File: config.mk
export PLATFORM = sky130hd
export DESIGN_NAME = ssd_scan_driver
export DESIGN_NICKNAME = d
export VERILOG_FILES = /design/src/rtl/ssd_pkg.sv /design/src/rtl/ssd_hex_decode.sv /design/src/rtl/ssd_scan_driver.sv
export SDC_FILE = /design/constraint.sdc
export NUM_CORES = 1
export LEC_CHECK = 0
export ABC_AREA = 1
export BUFFER_PORTS_ARGS = -buffer_cell sky130_fd_sc_hd__buf_4
export CAP_MARGIN = 25
export CORE_MARGIN = 2
export CORE_UTILIZATION = 33
export DETAILED_ROUTE_END_ITERATION = 12
export GPL_TIMING_DRIVEN = 0
export PLACE_DENSITY = 0.61
export RECOVER_POWER = 50
export SLEW_MARGIN = 20
export SYNTH_ARGS = -nofsm -noshare
export SYNTH_HDL_FRONTEND = slang
export SYNTH_SLANG_ARGS = --single-unit
File: constraint.sdc
create_clock -name clk -period 2.7 [get_ports clk]
set_input_delay 0.54 -clock clk [delete_from_list [all_inputs] [get_ports clk]]
set_output_delay 0.54 -clock clk [all_outputs]
set_load 0.1 [all_outputs]
File: src/rtl/ssd_pkg.sv
// Shared constants for the seven-segment scan driver: segment codes
// (active-low, bit6 = a ... bit0 = g) and the widest supported display.
package ssd_pkg;

    localparam int MAX_DIGITS = 8;

    localparam logic [6:0] SEG_0   = 7'b0000001;
    localparam logic [6:0] SEG_1   = 7'b1001111;
    localparam logic [6:0] SEG_2   = 7'b0010010;
    localparam logic [6:0] SEG_3   = 7'b0000110;
    localparam logic [6:0] SEG_4   = 7'b1001100;
    localparam logic [6:0] SEG_5   = 7'b0100100;
    localparam logic [6:0] SEG_6   = 7'b0100000;
    localparam logic [6:0] SEG_7   = 7'b0001111;
    localparam logic [6:0] SEG_8   = 7'b0000000;
    localparam logic [6:0] SEG_9   = 7'b0000100;
    localparam logic [6:0] SEG_A   = 7'b0001000;
    localparam logic [6:0] SEG_B   = 7'b1100000;
    localparam logic [6:0] SEG_C   = 7'b0110001;
    localparam logic [6:0] SEG_D   = 7'b1000010;
    localparam logic [6:0] SEG_E   = 7'b0110000;
    localparam logic [6:0] SEG_F   = 7'b0111000;
    localparam logic [6:0] SEG_OFF = 7'b1111111;

endpackage

File: src/rtl/ssd_hex_decode.sv
// Combinational hex nibble to active-low seven-segment code lookup.
module ssd_hex_decode
    import ssd_pkg::*;
(
    input  logic [3:0] nib,
    output logic [6:0] seg
);

    always_comb begin
        // NOTE: assigning a default before the case keeps every path driven, so no latch is inferred.
        seg = SEG_OFF;
        case (nib)
            4'h0: seg = SEG_0;
            4'h1: seg = SEG_1;
            4'h2: seg = SEG_2;
            4'h3: seg = SEG_3;
            4'h4: seg = SEG_4;
            4'h5: seg = SEG_5;
            4'h6: seg = SEG_6;
            4'h7: seg = SEG_7;
            4'h8: seg = SEG_8;
            4'h9: seg = SEG_9;
            4'hA: seg = SEG_A;
            4'hB: seg = SEG_B;
            4'hC: seg = SEG_C;
            4'hD: seg = SEG_D;
            4'hE: seg = SEG_E;
            4'hF: seg = SEG_F;
            default: seg = SEG_OFF;
        endcase
    end

endmodule

File: src/rtl/ssd_scan_driver.sv
// Time-multiplexed N-digit common-anode seven-segment driver with frame-atomic
// value updates. Define SSD_LZB_EN to enable leading-zero blanking.
module ssd_scan_driver
    import ssd_pkg::*;
#(
    parameter int NUM_DIGITS  = 4,
    parameter int REFRESH_DIV = 100000
) (
    input  logic                    clk,
    input  logic                    rst,
    input  logic                    load,
    input  logic [4*NUM_DIGITS-1:0] value,
    input  logic [NUM_DIGITS-1:0]   dp_in,
    input  logic [NUM_DIGITS-1:0]   blank_in,
    output logic                    pending,
    output logic                    frame_done,
    output logic [6:0]              a_to_g,
    output logic                    dp,
    output logic [NUM_DIGITS-1:0]   an
);

    localparam int IDX_W = (NUM_DIGITS > 1) ? $clog2(NUM_DIGITS) : 1;
    localparam int DIV_W = $clog2(REFRESH_DIV);
    localparam logic [DIV_W-1:0] DIV_LAST = DIV_W'(REFRESH_DIV - 1);
    localparam logic [IDX_W-1:0] IDX_LAST = IDX_W'(NUM_DIGITS - 1);

    if (NUM_DIGITS < 1 || NUM_DIGITS > MAX_DIGITS) begin : g_bad_digits
        $error("ssd_scan_driver: NUM_DIGITS out of range");
    end
    if (REFRESH_DIV < 2) begin : g_bad_div
        $error("ssd_scan_driver: REFRESH_DIV must be at least 2");
    end

    logic [DIV_W-1:0]        div_cnt;
    logic [IDX_W-1:0]        idx;
    logic                    tick;
    logic                    wrap;

    logic [4*NUM_DIGITS-1:0] pend_val;
    logic [NUM_DIGITS-1:0]   pend_dp;
    logic [NUM_DIGITS-1:0]   pend_blank;
    logic [4*NUM_DIGITS-1:0] shadow_val;
    logic [NUM_DIGITS-1:0]   shadow_dp;
    logic [NUM_DIGITS-1:0]   shadow_blank;

    logic [3:0]              nib [NUM_DIGITS];
    logic [NUM_DIGITS-1:0]   blank_eff;
    logic [3:0]              cur_nib;
    logic [6:0]              dec_seg;

    assign tick = (div_cnt == DIV_LAST);
    assign wrap = tick && (idx == IDX_LAST);

    // NOTE: state registers use non-blocking assignments so every flop samples pre-edge values.
    always_ff @(posedge clk or posedge rst) begin
        if (rst) begin
            div_cnt    <= '0;
            idx        <= '0;
            frame_done <= 1'b0;
        end else begin
            div_cnt    <= tick ? '0 : div_cnt + 1'b1;
            frame_done <= wrap;
            if (tick) begin
                idx <= (idx == IDX_LAST) ? '0 : idx + 1'b1;
            end
        end
    end

    // A load coinciding with the wrap tick bypasses straight into the shadow.
    // NOTE: the pending and shadow registers are reset explicitly so a display
    // reset mid-scan never shows stale digits or commits a discarded load.
    always_ff @(posedge clk or posedge rst) begin
        if (rst) begin
            pend_val     <= '0;
            pend_dp      <= '0;
            pend_blank   <= '0;
            pending      <= 1'b0;
            shadow_val   <= '0;
            shadow_dp    <= '0;
            shadow_blank <= '0;
        end else begin
            if (load) begin
                pend_val   <= value;
                pend_dp    <= dp_in;
                pend_blank <= blank_in;
            end
            if (wrap && (load || pending)) begin
                shadow_val   <= load ? value    : pend_val;
                shadow_dp    <= load ? dp_in    : pend_dp;
                shadow_blank <= load ? blank_in : pend_blank;
            end
            if (wrap) begin
                pending <= 1'b0;
            end else if (load) begin
                pending <= 1'b1;
            end
        end
    end

    always_comb begin
        for (int i = 0; i < NUM_DIGITS; i++) begin
            nib[i] = shadow_val[4*i +: 4];
        end
    end

    always_comb begin
        blank_eff = shadow_blank;
`ifdef SSD_LZB_EN
        begin : lzb
            logic upper_zero;
            upper_zero = 1'b1;
            // Walk down from the top digit; digit 0 is never auto-blanked.
            for (int i = NUM_DIGITS - 1; i >= 1; i--) begin
                upper_zero = upper_zero && (nib[i] == 4'h0);
                if (upper_zero) begin
                    blank_eff[i] = 1'b1;
                end
            end
        end
`endif
    end

    assign cur_nib = nib[idx];

    ssd_hex_decode u_dec (
        .nib (cur_nib),
        .seg (dec_seg)
    );

    always_ff @(posedge clk or posedge rst) begin
        if (rst) begin
            an     <= '1;
            a_to_g <= SEG_OFF;
            dp     <= 1'b1;
        end else if (blank_eff[idx]) begin
            an     <= '1;
            a_to_g <= SEG_OFF;
            dp     <= 1'b1;
        end else begin
            an     <= ~(NUM_DIGITS'(1) << idx);
            a_to_g <= dec_seg;
            dp     <= ~shadow_dp[idx];
        end
    end

endmodule

# After elaboration in Yosys (flattened, before gate mapping)
# Memory sizes are Yosys's and may differ from the RTL's.
# Cells that the tools add are included.
# totals
reg_bits	81
latch_bits	0
ram_bits	0
mem_bits_ro	112
inputBits	27
output_inout_bits	14
wordCells	45
n_memories	1
# memory_table
name	depth	width	read_ports	rd_ports_with_merged_regs	wr	line_no	text
(no name shown)	16	7	1	0	0	ssd_hex_decode.sv:12	case (nib)
# classes
addsub	2
multipliers	0
div_mod_pow	0
n_lt_le_gt_ge	2
n_eq_ne	2
n_shift	1
n_mux	17
bitwise	3
n_reduce_logical	4
# op_table
cell	count
4-bit 2-to-1 mux	5
17-bit by 1-bit adder with 17-bit output, second input constant	1
17-bit equality test, second input constant	1
17-bit 2-to-1 mux	1
16-bit 2-to-1 mux	1
4-bit binary-select mux with 2-bit select	1
7-bit 2-to-1 mux	1
1-bit 2-to-1 mux	5
1-bit binary-select mux with 2-bit select	2
4-bit NOT	1
1-bit by 2-bit left shift with 4-bit output, first input constant	1
3-bit >= comparator, second input constant	1
2-bit by 3-bit less-than comparator with 1-bit output, second input constant	1
2-bit NOT with 3-bit output	1
2-bit by 1-bit adder with 2-bit output, second input constant	1
2-bit equality test, second input constant	1
1-bit logical AND	2
2-bit 2-to-1 mux	1
2-bit nonzero test	1
1-bit logical OR	1
1-bit NOT	1

# Logic depth before layout (Yosys ltp)
# An unclocked memory read counts as a cell.
# depth
word_depth	6
mapped_depth	11
mapped_depth_nobuf	10

# Modules after synthesis
# A second synthesis with hierarchy kept.
# unflattened
cells_unflattened	486
hier_area_um2	3983.8
# modules_own_cells
mod	instances	cells_per_inst	area_per_inst_um2	seq_area_each_um2
ssd_scan_driver	1	437	3709.8	2042.0
ssd_hex_decode	1	49	274.0	0.0

# Least setup slack after synthesis
# No wires, ideal clock.
# synth_path
path_kind	reg2reg
startpoint	register pending
endpoint	register shadow_blank[0], in the netlist blank_eff[0]
setup_ps	66
t_arrival_ps	1665
required_time_ps	2634
path_slack_ps	969
path_stages_with_launch	6
path_buffers	1
period_less_slack_ps	1731
cell_sequence	dfrtp_1 -> nor2_1 -> inv_2 -> clkbuf_1 -> nand4_1 -> nand2_1
# synth_via
elab_chain_len	2
# synth_lines
element	line_no	text
start: declaration	ssd_scan_driver.sv:15	output logic pending,
start signal: assignment	ssd_scan_driver.sv:77	pending <= 1'b0;
start signal: assignment	ssd_scan_driver.sv:93	pending <= 1'b0;
start signal: assignment	ssd_scan_driver.sv:95	pending <= 1'b1;
1-bit logical OR	ssd_scan_driver.sv:87	if (wrap && (load || pending)) begin
1-bit logical AND	ssd_scan_driver.sv:87	
end signal: assignment	ssd_scan_driver.sv:90	shadow_blank <= load ? blank_in : pend_blank;
end: declaration	ssd_scan_driver.sv:44	logic [NUM_DIGITS-1:0] shadow_blank;
# No other way between the ends.
# A chain may end at the register's enable or synchronous reset.

# Final worst setup path
# layout_path
startpoint	register idx[0]
endpoint	register a_to_g[1]
# layout_via
elab_chain_len	6
elab_cells_between_ends	8
classes_between	6 x mux; 1 x bitwise; 1 x memory
# layout_lines
element	line_no	text
start: declaration	ssd_scan_driver.sv:35	logic [IDX_W-1:0] idx;
start signal: assignment	ssd_scan_driver.sv:64	idx <= (idx == IDX_LAST) ? '0 : idx + 1'b1;
2-bit NOT with 3-bit output (implied by the code)	ssd_scan_driver.sv:123	assign cur_nib = nib[idx];
4-bit binary-select mux with 2-bit select	ssd_scan_driver.sv:123	
4-bit 2-to-1 mux (implied by the code) (2 in series)	ssd_scan_driver.sv:123	
memory read 16 x 7 bit	n/a	
7-bit 2-to-1 mux *	ssd_scan_driver.sv:135	end else if (blank_eff[idx]) begin
end signal: assignment	ssd_scan_driver.sv:141	a_to_g <= dec_seg;
end: declaration	ssd_scan_driver.sv:17	output logic [6:0] a_to_g,
# Mark *: on every way between the ends. The rest lies on a longest branch, timed or not. The select of a mux whose other input is x is not followed.

==> run_results.csv <==
group,metric,value,unit
worst_setup_path,crit_end,"a_to_g[1]$_DFF_PP1_",
drt,drc_errors,0,
worst_setup_path,ff2ff_setup_slack,710,ps
yosys,synth_async_sr_flop_share,100,%
grt,grt_max_degree,54,
yosys,synth_ff_type,"dfrtp_1",
timing,rsz0062_at_grt,"false",
worst_setup_path,path_class,"reg -> reg",
yosys,yosysTopAreaCell,"dfrtp_1",
pwr,cellPowerDensity,549,nW/um^2
clock_tree,root_buffer,"clkbuf_16",
outcome,status,"finished, final reports clean",
drt,first_pass_iters,4,
yosys,yosys_warnings,0,
worst_setup_path,reg2reg_to,"a_to_g[1]$_DFF_PP1_",
worst_hold_path,worst_hold_path_type,"in -> reg",
floorplan,rows,39,
worst_setup_path,critPathRequiredTime,2970,ps
worst_setup_path,r2r_cells,11,
grt,grtUsageTotal,14.6,%
clock_tree,htree_levels,3,
pwr,power,2.58,mW
timing,maxSlewViolCount,0,
drt,drtAntennaViolNets,0,
job,cap_viol_max_count,0,
floorplan,dieWidth,113,um
yosys,syn_nets,509,
pwr,power.leakage,2.42,nW
clock_tree,clk_latency,330,ps
timing,period_share,73.8,%
floorplan,die_area,12700,sq um
drt,drt-total-wl,8480,um
finish,num_antenna_cells,0,
timing,setup_violations,0,
timing,relSlewSlack,13.8,%
grt,grt_first_pass_wirelength,15200,um
grt,overflow,0,
floorplan,die_h,113,um
yosys,yosysSeqAreaShare,52.4,%
yosys,synth_top_area_share,44.3,%
grt,antenna_found_initial,0,
timing,hold_violations,0,
grt,first_global_vias,3205,
yosys,yosysUniqueCellTypes,27,
clock_tree,path_clk_slew,60,ps
worst_setup_path,startpoint_type,"flop",
finish,nFillCells,1160,
clock_tree,tritoncts,"done",
placed_design,numPortBuffers,39,
finish,area_growth_syn_to_layout,20.5,%
drt,viasPerCell,4.75,
clock_tree,numCtsBuffers,9,
clock_tree,cts_sinks,81,
clock_tree,cts_max_path_buffers,2,
worst_setup_path,critPathArrivalTime,2260,ps
yosys,yosys-top-cells-area,"dfrtp_1 44%, nand2_1 18%, dfstp_2 8.1%, nand4_1 4.8%, nand3_1 4.6%",
drt,via_count,3180,
timing,worst_pin_slew,1290,ps
floorplan,core,11500,sq um
drt,routedWlPerCell,12.7,um
worst_setup_path,end_kind,"flop",
yosys,ys_ff_latch,81,
yosys,avgSynthCellArea,8.28,sq um
drt,drt_iter0_drc,120,
placed_design,place_congestion,0.884,
worst_setup_path,cp_max_fo,11,
worst_setup_path,timing.rr.start,"idx[0]$_DFFE_PP0N_",
timing,fin_skew,8.83,ps
finish,utilization,41.0,%
finish,layout-drive-gt1-share,18.4,%
clock_tree,post-cts-setup-buffers,0,
floorplan,start_util,34.0,%
yosys,syn_area,3900,sq um
yosys,synth_edf_count,0,
clock_tree,cts_resized,0,
timing,min_period,1990,ps
floorplan,pin_count,41,
worst_setup_path,crit_start,"idx[0]$_DFFE_PP0N_",
pwr,peakVddDrop,0.341,mV
clock_tree,hold_buffers,0,
yosys,synth_cells,471,
placed_design,place_hpwl,6240,um
timing,fmax,502,MHz
finish,nets,560,
[area by class of cell]
cell class / count / area (sq um) / area share, %
clock buffer: 12 / 246 / 5.25
clock inverter: 4 / 53.8 / 1.15
timing repair buffer: 40 / 320 / 6.82
buffer: 20 / 115 / 2.45
multi-input combinational: 333 / 1600 / 34.1
tap: 143 / 179 / 3.81
inverter: 37 / 140 / 2.98
sequential: 81 / 2040 / 43.5
[Yosys cell counts, types with 5 or more instances]
library cell and instances:
nand2_1 191, dfrtp_1 69, nand3_1 36, nand4_1 30
inv_1 28, nor2_1 27, dfstp_2 12, ha_1 11
inv_2 9, xor2_1 9, buf_2 7, clkbuf_1 6
nor3_1 6, o21ai_0 6, buf_4 5
[per-layer routing]
metal | GRT usage, % | up-vias | wire, um
met4 | 4.63 | 0 | 112
met5 | 0 | - | 0
met3 | 3.64 | 8 | 360
met1 | 19.6 | 1509 | 3930
met2 | 23.6 | 63 | 4070
li1 | - | 1600 | -
[critical path: stages (launching register included)]
cell	delay, ps
dfrtp_1	460
inv_1	150
buf_2	250
nand2_1	80
nand3_1	80
nand2_1	160
inv_1	150
ha_1	190
nand3_1	150
o21ai_0	110
nand2_1	80
nand2_1	70
[report_power, final]
part           switching (mW)  internal [mW]
Combinational          0.0699         0.0433
Sequential            0.00863           1.25
Clock                   0.469          0.744
[cells in the final DEF (no fill, tap or decap), types with 2 or more instances in the layout]
cell type     n
nor3_1        6
dfrtp_1      69
dfstp_2      12
clkinvlp_4    2
nand4_1      30
ha_1         11
inv_2         9
clkbuf_1     10
clkbuf_16     9
buf_2         5
nor2_4        2
o211ai_1      2
a21oi_1       2
buf_4        43
inv_1        27
nor2_2        3
nand2_2       2
buf_6         2
nand2_1     191
xor2_1        9
nor2_1       27
o21ai_0       6
nand3_1      36
[through the flow]
stage          setup slack [ps]  cells  hold WS, ps  TNS (ps)  instance area, sq um
2_1_floorplan              99.8    471          437         0                  3900
6_report                    708    670          438         0                  4700
4_1_cts                     732    670          196         0                  4700
5_1_grt                     421    670          431         0                  4700
3_5_place_dp                751    654          459         0                  4400
3_3_place_gp               -832    653          455    -57870                  4370
[worst min-delay path by stage]
stage	start	end	cells past startpoint
after floorplan	shadow_dp[2]$_DFFE_PP0P_	shadow_dp[2]$_DFFE_PP0P_	2
after global placement	blank_eff[3]$_DFFE_PP0P_	blank_eff[3]$_DFFE_PP0P_	2
after detailed placement	shadow_val[12]$_DFFE_PP0P_	shadow_val[12]$_DFFE_PP0P_	2
after CTS	rst	pend_val[11]$_DFF_PP0_	2
after global routing	value[9]	pend_val[9]$_DFF_PP0_	3
final	value[9]	pend_val[9]$_DFF_PP0_	3
[state kept, by name, indices dropped and copies added (netlist names)]
name	flops
div_cnt	17
pend_val	16
shadow_val	16
a_to_g	7
an	4
blank_eff	4
pend_blank	4
pend_dp	4
shadow_dp	4
idx	2
dp	1
frame_done	1
pending	1
[cell families after synthesis]
group,count (synthesis),synth area share [%]
compound gates,13,1.96
fa+ha+maj,11,3.53
flops,81,52.4
buf+inv,57,6.58
xor+xnor,9,2.02
simple gates,300,33.6
No activity file was read; power rests on OpenSTA's default activity.
